===== config.mk =====
export PLATFORM = sky130hd
export DESIGN_NAME = regfile_wb_arbiter
export DESIGN_NICKNAME = d
export VERILOG_FILES = /design/src/rtl/regfile_wb_arbiter.sv
export SDC_FILE = /design/constraint.sdc
export NUM_CORES = 1
export LEC_CHECK = 0
export CORE_MARGIN = 4
export CORE_UTILIZATION = 47
export DETAILED_ROUTE_END_ITERATION = 16
export PLACE_DENSITY = 0.86
export SYNTH_ARGS = -nofsm -noshare
export SYNTH_HDL_FRONTEND = slang
export SYNTH_SLANG_ARGS = --single-unit

===== constraint.sdc =====
create_clock -name clk -period 7.6 [get_ports clk]
set_input_delay 2.28 -clock clk [delete_from_list [all_inputs] [get_ports clk]]
set_output_delay 2.28 -clock clk [all_outputs]
set_load 0.03 [all_outputs]

===== src/rtl/regfile_wb_arbiter.sv =====
// regfile_wb_arbiter
//
// Purpose:
//   Shares the register file's single write port between two writeback
//   sources. req0 is the in-order ALU path and req1 is the long-latency path
//   (load/mul/div). Contested cycles are arbitrated round-robin over a
//   valid/ready handshake, and the winning write is registered onto the
//   register file write port. A per-register pending scoreboard tells decode
//   which source registers still have a write outstanding, so decode can stall.
//
// Parameters:
//   XLEN    data width of a register write
//   ADDR_W  register address width (2**ADDR_W registers, x0 hardwired zero)
//
// Ports:
//   clk            clock, all state updates on the rising edge
//   reset          synchronous, active-high reset
//   req0_valid     ALU path has a write to commit
//   req0_ready     req0 granted this cycle (combinational)
//   req0_addr      ALU destination register
//   req0_data      ALU result
//   req1_valid     long-latency path has a write to commit
//   req1_ready     req1 granted this cycle (combinational)
//   req1_addr      long-latency destination register
//   req1_data      long-latency result
//   pend_set       issue of a long-latency op, marks pend_set_addr pending
//   pend_set_addr  destination register of that op
//   rs1_addr       decode source 1 query
//   rs2_addr       decode source 2 query
//   rs1_busy       rs1_addr has a pending write (combinational)
//   rs2_busy       rs2_addr has a pending write (combinational)
//   rd_we          register file write enable (registered)
//   rd_addr        register file write address (registered)
//   rd_data        register file write data (registered)

module regfile_wb_arbiter #(
  parameter int XLEN   = 32,
  parameter int ADDR_W = 5
) (
  input  logic              clk,
  input  logic              reset,
  input  logic              req0_valid,
  output logic              req0_ready,
  input  logic [ADDR_W-1:0] req0_addr,
  input  logic [XLEN-1:0]   req0_data,
  input  logic              req1_valid,
  output logic              req1_ready,
  input  logic [ADDR_W-1:0] req1_addr,
  input  logic [XLEN-1:0]   req1_data,
  input  logic              pend_set,
  input  logic [ADDR_W-1:0] pend_set_addr,
  input  logic [ADDR_W-1:0] rs1_addr,
  input  logic [ADDR_W-1:0] rs2_addr,
  output logic              rs1_busy,
  output logic              rs2_busy,
  output logic              rd_we,
  output logic [ADDR_W-1:0] rd_addr,
  output logic [XLEN-1:0]   rd_data
);

  localparam int NREG = 1 << ADDR_W;

  // Source identifiers for the round-robin pointer.
  typedef enum logic {
    SRC_ALU  = 1'b0,
    SRC_LONG = 1'b1
  } src_t;

  src_t              rr_last;
  logic              grant0;
  logic              grant1;
  logic              transfer;
  logic [ADDR_W-1:0] win_addr;
  logic [XLEN-1:0]   win_data;

  // Only registers x1..xN-1 have storage; x0 is never pending.
  logic [NREG-1:1]   pend_q;
  logic [NREG-1:1]   pend_next;
  logic [NREG-1:0]   pend_all;

  // Grant logic. The grants look only at the valids, the round-robin pointer
  // and reset, so ready never depends on a requester's own addr/data. While
  // reset is high nothing is granted, which drops any offered transfer.
  always_comb begin
    grant0 = 1'b0;
    grant1 = 1'b0;
    if (!reset) begin
      if (req0_valid && req1_valid) begin
        if (rr_last == SRC_LONG) begin
          grant0 = 1'b1;
        end else begin
          grant1 = 1'b1;
        end
      end else begin
        grant0 = req0_valid;
        grant1 = req1_valid;
      end
    end
  end

  assign req0_ready = grant0;
  assign req1_ready = grant1;
  assign transfer   = grant0 || grant1;

  // Select the winner's write. The grants are one-hot, so when req1 is not
  // granted, req0's fields are a don't-care default.
  always_comb begin
    win_addr = req0_addr;
    win_data = req0_data;
    if (grant1) begin
      win_addr = req1_addr;
      win_data = req1_data;
    end
  end

  // Round-robin pointer. It records the last granted source so the other
  // source wins the next contested cycle. It resets to the long-latency
  // source, so the first contested cycle after reset goes to the ALU path.
  // Idle cycles leave it unchanged.
  always_ff @(posedge clk) begin
    if (reset) begin
      rr_last <= SRC_LONG;
    end else if (grant0) begin
      rr_last <= SRC_ALU;
    end else if (grant1) begin
      rr_last <= SRC_LONG;
    end
  end

  // Registered write port. Address and data load on every transfer, including
  // a write to x0, so they always reflect the last accepted write. The enable
  // is raised only for real destinations. With no transfer the enable drops
  // and address/data hold their values.
  always_ff @(posedge clk) begin
    if (reset) begin
      rd_we   <= 1'b0;
      rd_addr <= '0;
      rd_data <= '0;
    end else if (transfer) begin
      rd_we   <= (win_addr != '0);
      rd_addr <= win_addr;
      rd_data <= win_data;
    end else begin
      rd_we   <= 1'b0;
    end
  end

  // Scoreboard next state. A bit clears on the edge where the registered
  // write commits to that register. ALU writes go through the same port, so
  // the last writer clears the bit either way. A new pend_set on the same
  // edge wins over the clear, because a newer op still owes that register a
  // value. Re-setting an already pending bit simply keeps it set.
  always_comb begin
    pend_next = pend_q;
    for (int i = 1; i < NREG; i++) begin
      if (pend_set && (pend_set_addr == ADDR_W'(i))) begin
        pend_next[i] = 1'b1;
      end else if (rd_we && (rd_addr == ADDR_W'(i))) begin
        pend_next[i] = 1'b0;
      end
    end
  end

  // Scoreboard register. Reset discards every outstanding mark.
  always_ff @(posedge clk) begin
    if (reset) begin
      pend_q <= '0;
    end else begin
      pend_q <= pend_next;
    end
  end

  // Decode queries. Bit 0 of the full view is tied low so x0 never reports busy.
  assign pend_all = {pend_q, 1'b0};
  assign rs1_busy = pend_all[rs1_addr];
  assign rs2_busy = pend_all[rs2_addr];

endmodule


; ---- Word-level counts from Yosys, hierarchy flattened
; Cells that the tools add are included.
[totals]
out_inout_bits = 42
wordCells = 274
ff_bits = 70
[op_classes]
magnitude_cmp = 2
n_reduce_logical = 98
n_eq_ne = 62
n_mux = 76
bitwise = 1
[op_table]
columns = op, n
row1 = $eq A5 B5 Y1 const B, 32
row2 = $eq A5 B4 Y1 const B, 16
row3 = $mux W1, 72
row4 = $reduce_bool A2 Y1, 32
row5 = $logic_and A1 B1 Y1, 63
row6 = $eq A5 B3 Y1 const B, 8
row7 = $mux W32, 1
row8 = $eq A5 B2 Y1 const B, 4
row9 = $lt A5 B6 Y1 const B, 2
row10 = $bmux W1 S5, 2
row11 = $eq A5 B1 Y1 const B, 2
row12 = $mux W5, 1
row13 = $reduce_bool A5 Y1, 1
row14 = $reduce_or A2 Y1, 1
row15 = $logic_or A1 B1 Y1, 1
row16 = $not A1 Y1, 1

; ---- Longest topological paths before layout
[depth]
depth_word = 6
ltp_mapped = 6

; ---- Least setup slack after synthesis
; OpenSTA, ideal clock, no wires.
[synth_path]
path_type = input-to-output
from = input port rs1_addr[0]
to = output port rs1_busy
path_slack_ps = 1820
stages = 5
t_arrival_ps = 3500
path_cell_list = buf_2 -> mux4_2 -> nand2b_1 -> o211ai_1 -> nand4_1
[synth_via]
elab_chain_len = 2
[synth_lines]
columns = element, line_no
row1 = "start, declared", 52  ; input logic [ADDR_W-1:0] rs1_addr,
row2 = $bmux W1 S5, 175  ; assign rs1_busy = pend_all[rs1_addr];
row3 = $mux W1 (implied by the code), 175
row4 = "end, declared", 54  ; output logic rs1_busy,
; No other way between the ends. The select of a mux whose other input is x is not followed.

; ---- Worst setup path after layout
[layout_path]
from = input port rs2_addr[0]
to = output port rs2_busy
[layout_via]
elab_chain_len = 2
[layout_lines]
columns = element, line_no
row1 = "start, declared", 53  ; input logic [ADDR_W-1:0] rs2_addr,
row2 = $bmux W1 S5, 176  ; assign rs2_busy = pend_all[rs2_addr];
row3 = $mux W1 (implied by the code), 176
row4 = "end, declared", 55  ; output logic rs2_busy,
; No other way between the ends. The select of a mux whose other input is x is not followed.

==> run metrics <==
final hold vios=0; final setup slack of the worst path=0.784 ns; global-route wire length before repair=18.3 mm; Max-Cap Viols=0; sequential element share of the synthesized area=41.2%; DRT Wirelength=11.6 mm; Place WS=0.800 ns; CTS sink cnt=70; Synth top cells by count=dfxtp_1, a21oi_1, nor2_1; post-CTS setup buffer count=0; R2R cell count=6; synth unique cells=32; share of layout cells above drive strength 1=5.78%; PostCTS Resize Cnt=0; Die Ht=93.0 µm; vias in the first global route=3862; met3 Track Usage GR=9.49%; Int Power=0.000674 W; Initial Util=49.2%; YS warnings=0; skew final=0.00642 ns; Die X=93.0 µm; Fillers=546; Reg clk slew, reported paths=0.07 ns; GR met2 Demand/Resource=45.4%; die area=8650 µm²; Gate Count Post-Synth=394; worst hold path class=reg2reg; combinational power share=21.6%; cts hold-fix bufs=0; RSZ-0062 raised after global routing=false; final-report max-slew violation count=0; syn nets=488; Reg power frac=42.6%; crit end category=output port; run status=finished, final reports clean; Final period util=89.7%; post-synthesis register bit count=70; I/O Buffers=135; Worst EP arrival=4.54 ns; H-tree levels=3; top cells by area, synth=dfxtp_1, a222oi_1, mux2i_1, a21oi_1, o21ai_0; Inserted Diodes=0; total number of vias=3685; layout net count=608; initial drt markers=360; Clock Latency Late Sink=0.34 ns; clock power share=35.9%; Max clock buf depth=2; largest net degree at the start of global routing=59; Rows=30; Hold Path Cell Cnt=2; Static Leak=1.76 nW; worst-margin pin slew=1.13 ns; Core Region=6910 µm²; Ports=136; Highest Clock Rate=147 MHz; Antenna Violating Nets Remaining=0; Yosys top cell by area=dfxtp_1; fin crit period=6.82 ns; Req. time, crit path=5.32 ns; total track usage=26.6%; Cell Area, Synth=3400 µm²; initial antenna violation count=0; root buf cell=clkbuf_8; DR DRC count=0; Slew HR=24.6%; critical setup path kind=in2out; final setup TNS=0 ns; overflow left after global routing=0; Avg Vias per Cell=5.99; setup violators final=0; Startpoint Class=input port; routability cong.=0.938; switching power=0.000257 W; worst vdd ir=169 µV; share of the synthesized area in the top cell type=41.2%; WL/cell=18.9 µm; top_reg_cell synth=dfxtp_1; DR pass1 iterations=5; Avg Inst Size Synth=8.63 µm²; clock buffer count from CTS=9; CP max FO=7; met1 usage in global routing=29.2%; async set or reset register ratio after synthesis=0%; Area Growth Syn to Fin=46.1%; count leader, synth=dfxtp_1; CTS tree=done; busiest grt layer=met2; EDFF count, synth=0; Final HPWL DP=8.42 mm; sw frac=27.6%; Layout Utilization=71.9%; P per Cell Area=187 nW/µm²; worst hold slack=0.454 ns
## worst max-delay path, stage by stage
cell and delay (ns):
clkdlybuf4s50_1 0.67, mux4_2 0.54, nand2b_1 0.15, o2111ai_1 0.14, nand4_1 0.13, clkdlybuf4s50_1 0.61
## per-stage QoR
stage	cell area, µm²	std cells	power [W]
2_1_floorplan	3400	394	0.000504
3_3_place_gp	4740	599	0.000597
3_5_place_dp	4740	599	0.000601
4_1_cts	4960	615	0.000932
5_1_grt	4960	615	0.000966
6_report	4960	615	0.000931
## power by group through the flow
stage          Combinational (W)  Clock, W  Sequential (W)
2_1_floorplan          0.0000754         0        0.000429
3_3_place_gp            0.000194         0        0.000403
3_5_place_dp            0.000198         0        0.000403
4_1_cts                 0.000200  0.000337        0.000396
5_1_grt                 0.000214  0.000355        0.000398
6_report                0.000201  0.000334        0.000396
## kinds of logic (layout without fill, tap and decap cells)
kind of cell,after synthesis,count (layout),synth area share [%]
buffers and inverters,32,157,4.93
DFF,70,70,41.2
muxes,29,29,10.8
AOI/OAI and AO/OA,125,125,24.1
and+or+nand+nor,138,138,19.0
## metal layers
| layer | share of wire, % | vias to the layer above |
|---|---|---|
| li1 | - | 1707 |
| met1 | 37 | 1734 |
| met2 | 48 | 204 |
| met3 | 11 | 40 |
| met4 | 3.4 | 0 |
| met5 | 0 | - |
## worst paths after layout
| kind | end | start | slack [ns] |
|---|---|---|---|
| worst max register to register | rd_data[10] | rr_last | 5.94 |
| worst min-delay path | rd_data[22] | rd_data[22] | 0.45 |
| worst max-delay path | rs2_busy | rs2_addr[0] | 0.78 |
| worst min register to register | rd_data[22] | rd_data[22] | 0.45 |
## final cells by class
class	instances	area, µm²	area share, %
clock inverter	6	85.1	1.71
multi-input combinational	292	1840	37.0
clock buffer	10	138	2.77
tap	96	120	2.42
inverter	2	7.51	0.151
sequential	70	1400	28.2
timing repair buffer	139	1380	27.7
## placed cells by master, fill, tap and decap left out, drive strengths merged
cell type / instances
a211oi: 7
a21boi: 1
a21oi: 44
a222oi: 25
a22oi: 11
and3: 2
buf: 5
bufinv: 2
clkbuf: 10
clkdlybuf4s50: 134
clkinv: 2
clkinvlp: 2
dfxtp: 70
inv: 2
mux2i: 23
mux4: 6
nand2: 40
nand2b: 8
nand3: 21
nand4: 3
nor2: 42
nor2b: 14
nor3: 3
nor3b: 2
o2111ai: 2
o211ai: 2
o21ai: 32
o311a: 1
or2: 2
or4: 1
## sequential cells by signal, summed over array words and instances, names as in the netlist
register  flops
pend_q       31
rd_data      32
rd_we         1
rr_last       1
rd_addr       5
Note: power is estimated with default switching activity, not from simulation.
